[src/rtl/arb_pkg.sv]
`default_nettype none
// +----------------------------------------------------------------------+
// | Package : arb_pkg                                                    |
// | Shared constants, FSM state type and index helper for the            |
// | request-latching round-robin arbiter feeding the 8-to-3 encoder.     |
// | Revision: 1.0                                                        |
// +----------------------------------------------------------------------+
package arb_pkg;

   // Request width; fixed to match the downstream encoder input count.
   localparam int N_REQ = 8;
   // Encoder-facing index width (log2 of N_REQ).
   localparam int ENC_W = 3;

   typedef enum logic [0:0] {
      IDLE  = 1'b0,
      GRANT = 1'b1
   } state_e;

   // Convert a one-hot vector to its bit index; an all-zero vector gives 0.
   function automatic logic [ENC_W-1:0] onehot_to_idx(input logic [N_REQ-1:0] oh);
      logic [ENC_W-1:0] idx;
      idx = '0;
      for (int i = 0; i < N_REQ; i++) begin
         if (oh[i]) begin
            idx = idx | ENC_W'(i);
         end
      end
      return idx;
   endfunction

endpackage
`default_nettype wire

[src/rtl/req_latch_rr_arbiter_if.sv]
`default_nettype none
// +----------------------------------------------------------------------+
// | Interface : req_latch_rr_arbiter_if                                  |
// | Request / acknowledge / grant bundle between the requesters, the     |
// | arbiter (slave) and the consumer side (master).                      |
// | Revision: 1.0                                                        |
// +----------------------------------------------------------------------+
interface req_latch_rr_arbiter_if;
   import arb_pkg::*;

   logic [N_REQ-1:0] req;
   logic             ack;
   logic             ovf_clr;
   logic [N_REQ-1:0] grant;
   logic             grant_valid;
   logic [N_REQ-1:0] pending;
   logic             ovf;

   modport master (
      output req, ack, ovf_clr,
      input  grant, grant_valid, pending, ovf
   );

   modport slave (
      input  req, ack, ovf_clr,
      output grant, grant_valid, pending, ovf
   );

endinterface
`default_nettype wire

[src/rtl/req_latch_rr_arbiter_rr_pick.sv]
`default_nettype none
// +----------------------------------------------------------------------+
// | Module : rr_pick                                                     |
// | Combinational round-robin selector: first set bit of pending_i,      |
// | searching upward from ptr_i with wrap, returned as one-hot.          |
// | Revision: 1.0                                                        |
// +----------------------------------------------------------------------+
module rr_pick
   import arb_pkg::*;
(
   input  logic [N_REQ-1:0] pending_i,
   input  logic [ENC_W-1:0] ptr_i,
   output logic [N_REQ-1:0] onehot_o
);

   logic             found;
   logic [ENC_W-1:0] idx;

   // Walk ptr, ptr+1, ... (3-bit add wraps 7 -> 0) and keep the first hit only.
   always_comb begin
      onehot_o = '0;
      found    = 1'b0;
      idx      = '0;
      for (int i = 0; i < N_REQ; i++) begin
         idx = ptr_i + ENC_W'(i);
         if (!found && pending_i[idx]) begin
            onehot_o[idx] = 1'b1;
            found         = 1'b1;
         end
      end
   end

endmodule
`default_nettype wire

[src/rtl/req_latch_rr_arbiter.sv]
`default_nettype none
// +----------------------------------------------------------------------+
// | Module : req_latch_rr_arbiter                                        |
// | Latches rising request edges into sticky pending bits and hands out  |
// | one held, one-hot grant at a time in round-robin order.              |
// | Revision: 1.0                                                        |
// +----------------------------------------------------------------------+
module req_latch_rr_arbiter
   import arb_pkg::*;
#(
   parameter int SYNC_STAGES = 2   // 0 (bypass) or 2
)
(
   input  logic                   clk,
   input  logic                   rst,
   req_latch_rr_arbiter_if.slave  arb_io
);

   logic [N_REQ-1:0] req_s;
   logic [N_REQ-1:0] req_q;
   logic [N_REQ-1:0] req_edge;
   logic [N_REQ-1:0] clr_mask;
   logic [N_REQ-1:0] picked;
   logic             accept;
   logic             ovf_set;

   state_e           state_q, state_d;
   logic [N_REQ-1:0] grant_q, grant_d;
   logic             grant_valid_q, grant_valid_d;
   logic [ENC_W-1:0] ptr_q, ptr_d;
   logic [N_REQ-1:0] pending_q, pending_d;
   logic             ovf_q, ovf_d;

   generate
      if (SYNC_STAGES == 0) begin : g_sync_bypass
         assign req_s = arb_io.req;
      end else begin : g_sync_2ff
         logic [N_REQ-1:0] meta_q;
         logic [N_REQ-1:0] sync_q;
         // Two-flop synchroniser on the asynchronous request lines.
         always_ff @(posedge clk or posedge rst) begin
            if (rst) begin
               meta_q <= '0;
               sync_q <= '0;
            end else begin
               meta_q <= arb_io.req;
               sync_q <= meta_q;
            end
         end
         assign req_s = sync_q;
      end
   endgenerate

   rr_pick u_rr_pick (
      .pending_i (pending_q),
      .ptr_i     (ptr_q),
      .onehot_o  (picked)
   );

   // Only a rising edge is a new request; a held-high line adds nothing.
   assign req_edge = req_s & ~req_q;
   assign accept   = (state_q == GRANT) && arb_io.ack;
   assign clr_mask = accept ? grant_q : '0;

   // A fresh edge on the bit being retired this cycle simply re-arms it.
   assign ovf_set   = |(req_edge & pending_q & ~clr_mask);
   assign pending_d = (pending_q & ~clr_mask) | req_edge;
   assign ovf_d     = ovf_set ? 1'b1 : (arb_io.ovf_clr ? 1'b0 : ovf_q);

   // State register plus all datapath flops; reset drops everything at once.
   always_ff @(posedge clk or posedge rst) begin
      if (rst) begin
         state_q       <= IDLE;
         grant_q       <= '0;
         grant_valid_q <= 1'b0;
         ptr_q         <= '0;
         pending_q     <= '0;
         ovf_q         <= 1'b0;
         req_q         <= '0;
      end else begin
         state_q       <= state_d;
         grant_q       <= grant_d;
         grant_valid_q <= grant_valid_d;
         ptr_q         <= ptr_d;
         pending_q     <= pending_d;
         ovf_q         <= ovf_d;
         req_q         <= req_s;
      end
   end

   // Next-state: leave IDLE on any pending bit, leave GRANT on ack.
   always_comb begin
      state_d = state_q;
      case (state_q)
         IDLE:    if (|pending_q) state_d = GRANT;
         GRANT:   if (arb_io.ack) state_d = IDLE;
         default: state_d = IDLE;
      endcase
   end

   // Grant/pointer updates: load a pick from IDLE, retire and advance on ack.
   always_comb begin
      grant_d       = grant_q;
      grant_valid_d = grant_valid_q;
      ptr_d         = ptr_q;
      if ((state_q == IDLE) && (|pending_q)) begin
         grant_d       = picked;
         grant_valid_d = 1'b1;
      end else if (accept) begin
         grant_d       = '0;
         grant_valid_d = 1'b0;
         ptr_d         = onehot_to_idx(grant_q) + ENC_W'(1);
      end
   end

   assign arb_io.grant       = grant_q;
   assign arb_io.grant_valid = grant_valid_q;
   assign arb_io.pending     = pending_q;
   assign arb_io.ovf         = ovf_q;

endmodule
`default_nettype wire

[src/flat_wrapper.sv]
// flat-port wrapper written by rule: the top's interface ports become plain ports
module req_latch_rr_arbiter_flat import arb_pkg::*;
#(
   parameter int SYNC_STAGES = 2                     
)
  (clk, rst, arb_io_req, arb_io_ack, arb_io_ovf_clr, arb_io_grant, arb_io_grant_valid, arb_io_pending, arb_io_ovf);
  req_latch_rr_arbiter_if arb_io_i ();
  input  logic clk;
  input  logic rst;
  input wire logic [$bits(arb_io_i.req)-1:0] arb_io_req;
  input wire logic [$bits(arb_io_i.ack)-1:0] arb_io_ack;
  input wire logic [$bits(arb_io_i.ovf_clr)-1:0] arb_io_ovf_clr;
  output wire logic [$bits(arb_io_i.grant)-1:0] arb_io_grant;
  output wire logic [$bits(arb_io_i.grant_valid)-1:0] arb_io_grant_valid;
  output wire logic [$bits(arb_io_i.pending)-1:0] arb_io_pending;
  output wire logic [$bits(arb_io_i.ovf)-1:0] arb_io_ovf;
  assign arb_io_i.req = arb_io_req;
  assign arb_io_i.ack = arb_io_ack;
  assign arb_io_i.ovf_clr = arb_io_ovf_clr;
  assign arb_io_grant = arb_io_i.grant;
  assign arb_io_grant_valid = arb_io_i.grant_valid;
  assign arb_io_pending = arb_io_i.pending;
  assign arb_io_ovf = arb_io_i.ovf;
  req_latch_rr_arbiter #(.SYNC_STAGES(SYNC_STAGES)) u_core (.clk(clk), .rst(rst), .arb_io(arb_io_i));
endmodule
[config.mk]
export PLATFORM = sky130hd
export DESIGN_NAME = req_latch_rr_arbiter_flat
export DESIGN_NICKNAME = d
export VERILOG_FILES = /design/src/rtl/arb_pkg.sv /design/src/rtl/req_latch_rr_arbiter_if.sv /design/src/rtl/req_latch_rr_arbiter_rr_pick.sv /design/src/rtl/req_latch_rr_arbiter.sv /design/src/flat_wrapper.sv
export SDC_FILE = /design/constraint.sdc
export NUM_CORES = 1
export LEC_CHECK = 0
export BUFFER_PORTS_ARGS = -buffer_cell sky130_fd_sc_hd__buf_2
export CAP_MARGIN = 10
export CORE_UTILIZATION = 35
export CTS_BUF_LIST = sky130_fd_sc_hd__clkbuf_2
export DETAILED_ROUTE_END_ITERATION = 10
export HOLD_SLACK_MARGIN = 0.02
export PLACE_DENSITY = 0.58
export SYNTH_ARGS = -nofsm -noshare
export SYNTH_HDL_FRONTEND = slang
export SYNTH_SLANG_ARGS = --single-unit
[constraint.sdc]
create_clock -name clk -period 5.8 [get_ports clk]
set_input_delay 1.45 -clock clk [delete_from_list [all_inputs] [get_ports clk]]
set_output_delay 1.45 -clock clk [all_outputs]
set_load 0.01 [all_outputs]
==> results of run 1 <==
[registers in the layout, indices dropped and copies added, names as in the netlist]
signal / count
u_core.arb_io.grant: 8
u_core.arb_io.grant_valid: 1
u_core.arb_io.ovf: 1
u_core.arb_io.pending: 8
u_core.g_sync_2ff.meta_q: 8
u_core.g_sync_2ff.sync_q: 8
u_core.ptr_q: 3
u_core.req_q: 8
u_core.state_q: 1
[cell usage after synthesis, types with 2 or more instances]
library cell  instances  area [um^2]
mux2_4                5        75.07
a31oi_1              10        62.56
nand4b_1              2        17.52
nor3b_1               2        15.01
nand4_1               3        18.77
nand3_1               5        25.02
mux4_1                4        105.1
dfrtp_1              46         1151
clkbuf_1             15        56.30
a211oi_1              5        37.54
o41ai_1               2        17.52
nor4_1                7        43.79
mux2i_4               2        45.04
xor2_1                3        26.28
nor2_1                8        30.03
o22ai_1               6        37.54
a21oi_1              12        60.06
nor3_1               11        55.05
nand2b_1              4        25.02
a41oi_1               5        43.79
o21ai_1               2        10.01
and3_1                5        31.28
mux4_2                9        202.7
mux2i_1               4        40.04
ha_1                  7        87.58
mux2_2                2        22.52
o21ai_0              10        50.05
nor4b_1               3        26.28
nor2b_1               2        12.51
buf_2                 9        45.04
inv_1                14        52.55
or4_1                 2        15.01
nand2_1              39        146.4
[layer usage]
layer,up-vias,wire (um),share of wire
li1,1088,-,-
met1,1174,3262,0.46
met2,71,3406,0.48
met3,14,326,0.046
met4,0,142,0.020
met5,-,0,0
[metrics by stage]
stage               instance area [um^2]  hold slack (ns)  setup slack, ns    util  power, mW
finish                              3164           0.3819            1.859  0.3871      1.499
global route                        3164           0.3925            1.443  0.3871      1.610
CTS                                 3164           0.3850            1.799  0.3871      1.502
detailed placement                  3118           0.3347            1.867  0.3814      1.363
global placement                    3118           0.3316            1.976  0.3814      1.365
floorplan                           2939           0.3312            2.599       -      1.176
[cell families (layout without fill, tap and decap cells)]
| group | Yosys count | in the layout | synth area share |
|---|---|---|---|
| AOI/OAI and AO/OA | 63 | 63 | 0.1562 |
| xor gates and xnor gates | 5 | 5 | 0.01746 |
| adders and majority gates | 7 | 7 | 0.02980 |
| and+or+nand+nor | 97 | 97 | 0.1758 |
| buffers and inverters | 40 | 54 | 0.05747 |
| DFF | 46 | 46 | 0.3917 |
| muxes | 27 | 27 | 0.1716 |
[critical path: stages, from the launching register on]
cell	delay, ns
dfrtp_1	0.76
inv_1	0.20
ha_1	0.87
mux4_2	0.66
nand2_1	0.14
a32oi_4	0.25
a2111oi_1	0.61
mux2i_1	0.14
a41oi_1	0.24
[power groups by stage]
stage | clock, mW | combinational, mW | sequential, mW
2_1_floorplan | 0 | 0.758 | 0.417
3_3_place_gp | 0 | 0.886 | 0.479
3_5_place_dp | 0 | 0.882 | 0.481
4_1_cts | 0.142 | 0.885 | 0.475
5_1_grt | 0.154 | 0.970 | 0.486
6_report | 0.135 | 0.890 | 0.474
[final timing paths]
path                                                  start                          end  slack, ns  depth (start not counted)
worst min-delay path            u_core.g_sync_2ff.meta_q[7]  u_core.g_sync_2ff.sync_q[7]       0.38                          0
worst min register to register  u_core.g_sync_2ff.meta_q[7]  u_core.g_sync_2ff.sync_q[7]       0.38                          0
worst max-delay path                        u_core.ptr_q[1]       u_core.arb_io.grant[4]       1.86                          8
worst max register to register              u_core.ptr_q[1]       u_core.arb_io.grant[4]       1.86                          8
max in group asynchronous                               rst  u_core.g_sync_2ff.sync_q[4]       3.99                          2
min in group asynchronous                               rst  u_core.g_sync_2ff.meta_q[2]       1.18                          2
[final cells by class]
type / instances / area (um^2)
clock buffer: 5 / 25.02
sequential: 46 / 1151
tap: 105 / 131.4
fill: 828 / 5011
clock inverter: 3 / 21.27
timing repair buffer: 31 / 160.2
inverter: 15 / 56.30
multi-input combinational: 199 / 1619
==> flow_summary_export.csv, run 1 <==
group,metric,value,unit
finish,final_common_cell,"dfrtp_1",
floorplanning,ioPinCount,30,
floorplanning,coreArea,8175,um^2
clock_network,cts_sinks,46,
clock_network,ctsHtreeMaxLevel,2,
pwr,vdd_drop_max,213.4,uV
floorplanning,die_w,93.64,um
setup_path,startpoint_type,"register",
clock_network,cts_tree,"yes",
routing,num_vias,2347,
finish,diodes,0,
logic_synthesis,synth_cells,285,
grt,grt_util_met2,0.2966,
placement,dp_hpwl,5.050,mm
routing,drt_pre_antenna_iters,4,
routing,drc,0,
clock_network,cts_root_buf,"clkbuf_2",
pwr,p_per_area,473.7,nW/um^2
finish,area_growth,7.663,%
grt,grt_max_degree,47,
pwr,p_int,773.7,uW
clock_network,clk_latency,0.41,ns
clock_network,post_cts_buffers,0,
pwr,leakage,1.280,nW
grt,grt_pass1_vias,2321,
timing,setup_violations,0,
logic_synthesis,synth-seq-cells,46,
logic_synthesis,synth_edf_count,0,
logic_synthesis,syn_area_per_cell,10.31,um^2
floorplanning,die_h,93.64,um
routing,drt-initial-drc-count,136,
grt,antenna_found_initial,0,
timing,tns,0,ns
logic_synthesis,yosysUniqueCellTypes,53,
setup_path,cp.arrival,4.29,ns
timing,rsz0062_at_grt,"no",
finish,layout_common_cells,"dfrtp_1 (46), nand2_1 (39), buf_2 (29)",
pwr,power.combinational.fraction,0.594,
finish,final_cells,404,
clock_network,cts_buffers,5,
run,cap_violations,0,
timing,finClkSkew,0.02975,ns
floorplanning,die-area,8768,um^2
logic_synthesis,syn_nets,304,
timing,fin_crit,3.941,ns
finish,drive_gt1_frac,0.2207,
status,outcome,"finished clean",
pwr,seqPwrFrac,0.316,
timing,hold_viol,0,
logic_synthesis,yosysSeqAreaShare,0.3917,
pwr,p_switching,725.2,uW
logic_synthesis,ys_warn_count,0,
routing,wl_per_cell,17.67,um
grt,grt.met1_usage,0.2451,
timing,max_slew_margin,0.3778,
logic_synthesis,syn_area,2939,um^2
clock_network,path_clk_slew,0.24,ns
setup_path,end_kind,"register",
clock_network,ctsHoldBuffers,0,
finish,fin_nets,317,
setup_path,worstPathRequired,6.15,ns
placement,place.gp.congestion,0.8401,
grt,grt_pass1_wl,12.13,mm
placement,port_buffers,29,
grt,grt.overflow.total,0,
floorplanning,initial_core_util,0.3595,
min_path,hp-class,"reg -> reg",
setup_path,path_class,"reg -> reg",
routing,drt-total-wl,7.137,mm
placement,placed_cells,396,
pwr,p_sw_frac,0.4838,
logic_synthesis,synth_ff_type,"dfrtp_1",
routing,detail-route-antenna-nets,0,
timing,max_freq,253.8,MHz
clock_network,ctsResizeCount,0,
grt,busiest_layer,"met2",
timing,worst_slew_pin_slew,0.9319,ns
clock_network,clk_path_buf_depth,2,
grt,track_usage,0.1797,
timing,finalCritPeriodShare,0.6794,
grt,use_met3,0.02358,
floorplanning,rows,33,
timing,drv_slew,0,
logic_synthesis,async_flop_share,1.000,
setup_path,crit_fanout,26,
pwr,power_frac_clock,0.090,
routing,vias_per_cell,5.809,
Power figures use the tool's default switching activity.
==> run 2: changes to the inputs <==
==> constraint.sdc (replaced) <==
create_clock -name clk -period 3.7 [get_ports clk]
set_input_delay 0.925 -clock clk [delete_from_list [all_inputs] [get_ports clk]]
set_output_delay 0.925 -clock clk [all_outputs]
set_load 0.01 [all_outputs]
==> run 2 against run 1 <==
Against the previous run:
- clock-buffer cell count stayed put
- die area is the same
- routed wire length is 0.38% lower
- clock power increased by 53%
- sequential cell count unchanged
- via count shrank 0.55%
- power grew 58%
- non-clock buffer count is 3 higher
- clock skew shrank 0.019 ns
- fmax grew 18%
- register-to-register slack lost 1.5 ns
==> flow_summary_export.csv, run 2 (same netlist as run 1, synthesis figures left out) <==
group,metric,value,unit
setup_path,end_kind,"register",
setup_path,crit_path_end,"u_core.arb_io.grant[7]",
grt,grt_max_degree,47,
floorplanning,coreArea,8175,um^2
timing,drv_slew,0,
clock_network,ctsResizeCount,0,
routing,num_vias,2334,
timing,finClkSkew,0.01084,ns
pwr,p_switching,1.143,mW
timing,finalCritPeriodShare,0.9055,
min_path,hp-class,"reg -> reg",
setup_path,crit-reg2reg-capture,"u_core.arb_io.grant[7]",
grt,grt_pass1_vias,2216,
floorplanning,initial_core_util,0.3595,
setup_path,setup.worst_path.start,"u_core.ptr_q[2]",
setup_path,cp.arrival,3.66,ns
timing,hold_viol,0,
pwr,p_int,1.231,mW
routing,drt_pre_antenna_iters,5,
pwr,p_per_area,745.1,nW/um^2
status,outcome,"finished clean",
placement,port_buffers,29,
timing,max_freq,298.5,MHz
setup_path,crit_fanout,12,
floorplanning,die_h,93.64,um
floorplanning,die-area,8768,um^2
clock_network,cts_tree,"yes",
pwr,power.combinational.fraction,0.610,
finish,fin_nets,320,
routing,drt-total-wl,7.110,mm
clock_network,clk_latency,0.41,ns
placement,place_ws,0.5099,ns
clock_network,ctsHoldBuffers,0,
clock_network,cts_buffers,5,
setup_path,reg2reg_from,"u_core.ptr_q[2]",
setup_path,worstPathRequired,4.01,ns
pwr,seqPwrFrac,0.303,
grt,track_usage,0.1755,
timing,fin_crit,3.350,ns
pwr,p_sw_frac,0.4816,
finish,layout.area.seq,1151,um^2
finish,area_growth,8.387,%
finish,final_common_cell,"dfrtp_1",
routing,vias_per_cell,5.735,
placement,dp_hpwl,5.157,mm
run,cap_violations,0,
finish,layout_common_cells,"dfrtp_1 (46), nand2_1 (39), buf_2 (29)",
pwr,vdd_drop_max,311.4,uV
floorplanning,die_w,93.64,um
routing,wl_per_cell,17.47,um
timing,tns,0,ns
pwr,leakage,1.293,nW
placement,place.gp.congestion,0.8565,
timing,fin_ws,0.3496,ns
floorplanning,rows,33,
clock_network,cts_sinks,46,
timing,rsz0062_at_grt,"no",
routing,drt-initial-drc-count,241,
clock_network,clk_path_buf_depth,2,
timing,hold_ws,0.3792,ns
timing,max_slew_margin,0.3824,
pwr,finalPower,2.374,mW
timing,setup_violations,0,
finish,fill_cells,806,
routing,drc,0,
grt,grt_pass1_wl,11.76,mm
floorplanning,ioPinCount,30,
finish,multiInputGateArea,1619,um^2
grt,grt.overflow.total,0,
timing,worst_slew_pin_slew,0.9250,ns
pwr,power_frac_clock,0.087,
routing,detail-route-antenna-nets,0,
setup_path,startpoint_type,"register",
finish,diodes,0,
clock_network,post_cts_buffers,0,
clock_network,path_clk_slew,0.22,ns
clock_network,cts_root_buf,"clkbuf_2",
grt,antenna_found_initial,0,
setup_path,reg2regPathDepth,8,
clock_network,ctsHtreeMaxLevel,2,
finish,drive_gt1_frac,0.2252,
setup_path,path_class,"reg -> reg",
setup_path,reg2reg_slack,0.35,ns
-- run 2: cell types whose count changed in the layout (fill, tap and decap cells not counted), sizes merged --
cell    change
buf         +3
clkinv      -1
inv         +1
-- run 2: metal layers --
layer / up-vias / global-route usage / wire length [um]
met4: 0 / 0.06282 / 159
met5: - / 0 / 0
met2: 96 / 0.2855 / 3431
met1: 1124 / 0.2365 / 3138
li1: 1098 / - / -
met3: 16 / 0.02764 / 380
-- run 2: cell type report --
| class | count | share of cell area |
|---|---|---|
| multi-input cells | 199 | 0.5082 |
| flip-flops and latches | 46 | 0.3613 |
| repair buffers | 34 | 0.05734 |
| well taps | 105 | 0.04124 |
| inverters | 15 | 0.01767 |
| clock buffers | 5 | 0.007855 |
| clock inverters | 3 | 0.006284 |
-- run 2: stage by stage --
stage / area (um^2) / cells / util
floorplan: 2939 / 285 / -
global placement: 3141 / 399 / 0.3841
detailed placement: 3141 / 399 / 0.3841
CTS: 3186 / 407 / 0.3897
global route: 3186 / 407 / 0.3897
finish: 3186 / 407 / 0.3897
-- run 2: power groups by stage --
stage          Sequential (mW)  Clock (mW)  Combinational, mW
2_1_floorplan            0.654           0               1.19
3_3_place_gp             0.727           0               1.44
3_5_place_dp             0.728           0               1.43
4_1_cts                  0.719       0.218               1.43
5_1_grt                  0.732       0.238               1.57
6_report                 0.719       0.206               1.45
-- run 2: how the worst min path moves through the flow --
stage / start / cells past startpoint / end / slack, ns
finish: u_core.g_sync_2ff.meta_q[1] / 0 / u_core.g_sync_2ff.sync_q[1] / 0.38
global route: u_core.g_sync_2ff.meta_q[1] / 0 / u_core.g_sync_2ff.sync_q[1] / 0.39
CTS: u_core.g_sync_2ff.meta_q[1] / 0 / u_core.g_sync_2ff.sync_q[1] / 0.38
detailed placement: u_core.g_sync_2ff.meta_q[1] / 0 / u_core.g_sync_2ff.sync_q[1] / 0.34
global placement: u_core.g_sync_2ff.meta_q[0] / 0 / u_core.g_sync_2ff.sync_q[0] / 0.33
floorplan: u_core.g_sync_2ff.meta_q[0] / 0 / u_core.g_sync_2ff.sync_q[0] / 0.33
-- run 2: worst max-delay path, cell delays in order, from the launching register on --
cell	delay, ns
dfrtp_1	0.70
inv_1	0.16
ha_1	0.40
mux4_1	0.61
mux2i_4	0.26
nand4_1	0.15
a2111oi_2	0.50
a2111oi_0	0.13
a211oi_1	0.33
==> run 3: changes to the inputs <==
--- a/config.mk
+++ b/config.mk
@@ -7,6 +7,7 @@
 export LEC_CHECK = 0
 export BUFFER_PORTS_ARGS = -buffer_cell sky130_fd_sc_hd__buf_2
 export CAP_MARGIN = 10
+export CORE_ASPECT_RATIO = 0.9
 export CORE_UTILIZATION = 35
 export CTS_BUF_LIST = sky130_fd_sc_hd__clkbuf_2
 export DETAILED_ROUTE_END_ITERATION = 10
==> run 3 against run 2 <==
Against the previous run:
- core utilization increased by 0.52 points
- critical path depth unchanged
- sequential share of layout area down 0.17 points
- largest cell class unchanged
- clock skew up 0.0083 ns
- global-route usage increased by 0.53 points
- via count is 2.2% higher
- worst setup slack improved by 0.023 ns
==> flow_summary_export.csv, run 3 (same netlist as run 1, synthesis figures left out) <==
group,metric,value,unit
status,outcome,"finished clean",
timing,max_freq,300.5,MHz
clock_network,clk_latency,0.41,ns
clock_network,cts_tree,"yes",
pwr,p_switching,1.159,mW
setup_path,path_class,"reg -> reg",
timing,hold_viol,0,
clock_network,clk_path_buf_depth,2,
pwr,p_sw_frac,0.4711,
floorplanning,die_w,98.60,um
setup_path,startpoint_type,"register",
setup_path,cp.arrival,3.67,ns
floorplanning,ioPinCount,30,
timing,hold_ws,0.3701,ns
clock_network,cts_root_buf,"clkbuf_2",
placement,place.gp.congestion,0.9094,
pwr,seqPwrFrac,0.294,
floorplanning,initial_core_util,0.3626,
timing,fin_crit,3.327,ns
run,cap_violations,0,
floorplanning,die_h,88.94,um
setup_path,crit_fanout,12,
pwr,leakage,1.305,nW
floorplanning,rows,31,
finish,area_growth,8.897,%
finish,final_cells,401,
timing,finalCritPeriodShare,0.8993,
finish,diodes,0,
setup_path,cp_cell_sequence,"inv_1 -> ha_1 -> mux4_1 -> mux2i_4 -> nand3_1 -> a2111oi_1 -> mux2i_1 -> a41oi_1",
finish,final_common_cell,"dfrtp_1",
setup_path,worstPathRequired,4.04,ns
setup_path,slowest_delay,0.72,ns
routing,drc,0,
timing,worst_slew_pin_slew,0.9221,ns
grt,grt_max_degree,47,
clock_network,ctsHoldBuffers,0,
min_path,hp-class,"reg -> reg",
clock_network,cts_sinks,46,
routing,drt-initial-drc-count,207,
finish,fill_cells,799,
placement,port_buffers,29,
pwr,p_int,1.301,mW
routing,drt_pre_antenna_iters,4,
grt,antenna_found_initial,0,
timing,drv_slew,0,
pwr,p_per_area,768.7,nW/um^2
grt,track_usage,0.1807,
floorplanning,coreArea,8107,um^2
clock_network,ctsResizeCount,0,
setup_path,crit_buf_inv,1,
setup_path,cp_top_family,"multiplexers",
routing,vias_per_cell,5.950,
timing,tns,0,ns
clock_network,ctsHtreeMaxLevel,2,
finish,drive_gt1_frac,0.2285,
timing,finClkSkew,0.01910,ns
pwr,power.combinational.fraction,0.595,
pwr,vdd_drop_max,393.2,uV
placement,dp_hpwl,5.137,mm
finish,fin_nets,320,
routing,detail-route-antenna-nets,0,
grt,grt_pass1_vias,2289,
pwr,power_frac_clock,0.111,
setup_path,cp_slowest_cell,"dfrtp_1",
grt,grt_pass1_wl,12.19,mm
floorplanning,die-area,8769,um^2
timing,setup_violations,0,
finish,layout_common_cells,"dfrtp_1 (46), nand2_1 (39), buf_2 (29)",
timing,rsz0062_at_grt,"no",
clock_network,path_clk_slew,0.23,ns
clock_network,cts_buffers,5,
placement,placed_cells,393,
routing,num_vias,2386,
setup_path,end_kind,"register",
timing,max_slew_margin,0.3844,
routing,drt-total-wl,7.322,mm
routing,wl_per_cell,18.26,um
clock_network,post_cts_buffers,0,
grt,grt.overflow.total,0,
[run 3: changes by cell type in the layout (fill, tap and decap cells not counted), sizes merged]
| cell | delta |
|---|---|
| inv | -1 |
| bufinv | +1 |
| clkinv | -1 |
| clkbuf | +1 |
[run 3: path summary, 6_finish.rpt]
path	start	to	slack (ns)	cells after the start
max in group asynchronous	rst	u_core.g_sync_2ff.sync_q[4]	2.44	2
min	u_core.g_sync_2ff.meta_q[1]	u_core.g_sync_2ff.sync_q[1]	0.37	0
min in group asynchronous	rst	u_core.arb_io.ovf	0.69	2
min reg2reg	u_core.g_sync_2ff.meta_q[1]	u_core.g_sync_2ff.sync_q[1]	0.37	0
max	u_core.ptr_q[2]	u_core.arb_io.grant[4]	0.37	8
max reg2reg	u_core.ptr_q[2]	u_core.arb_io.grant[4]	0.37	8
[run 3: per-layer routing]
metal / wire length [um] / vias up / GRT usage / share of wire
li1: - / 1093 / - / -
met1: 3384 / 1170 / 0.2514 / 0.46
met2: 3342 / 112 / 0.2919 / 0.46
met3: 467 / 11 / 0.02971 / 0.064
met4: 127 / 0 / 0.05970 / 0.017
met5: 0 / - / 0 / 0
[run 3: worst register-to-register path: cells and delay by family, from the launching register on]
family | cells | cell delay, ns
mux | 3 | 1.06
simple gates | 1 | 0.11
buf+inv | 1 | 0.19
compound gates | 2 | 0.76
fa+ha+maj | 1 | 0.42
flops | 1 | 0.72
[run 3: layout make-up]
cell class	count	area, um^2	area share
Clock buffer	6	30.03	0.009382
Clock inverter	2	37.54	0.01173
Inverter	15	56.30	0.01759
Multi-Input combinational cell	199	1619	0.5059
Sequential cell	46	1151	0.3597
Tap cell	99	123.9	0.03870
Timing Repair Buffer	34	182.7	0.05708
[run 3: per-stage QoR]
| step | worst slack, ns | cell area (um^2) | power [mW] | utilization |
|---|---|---|---|---|
| after CTS | 0.3495 | 3201 | 2.459 | 0.3948 |
| after global routing | 0.1895 | 3201 | 2.629 | 0.3948 |
| after floorplan | 0.4993 | 2939 | 1.843 | - |
| after detailed placement | 0.3988 | 3133 | 2.175 | 0.3865 |
| after global placement | 0.4116 | 3133 | 2.176 | 0.3865 |
| final | 0.3725 | 3201 | 2.460 | 0.3948 |
[run 3: power by group through the flow]
stage          combinational [mW]  sequential (mW)  clock [mW]
2_1_floorplan                1.19            0.654           0
3_3_place_gp                 1.44            0.734           0
3_5_place_dp                 1.44            0.734           0
4_1_cts                      1.45            0.724       0.287
5_1_grt                      1.59            0.739       0.302
6_report                     1.46            0.722       0.274
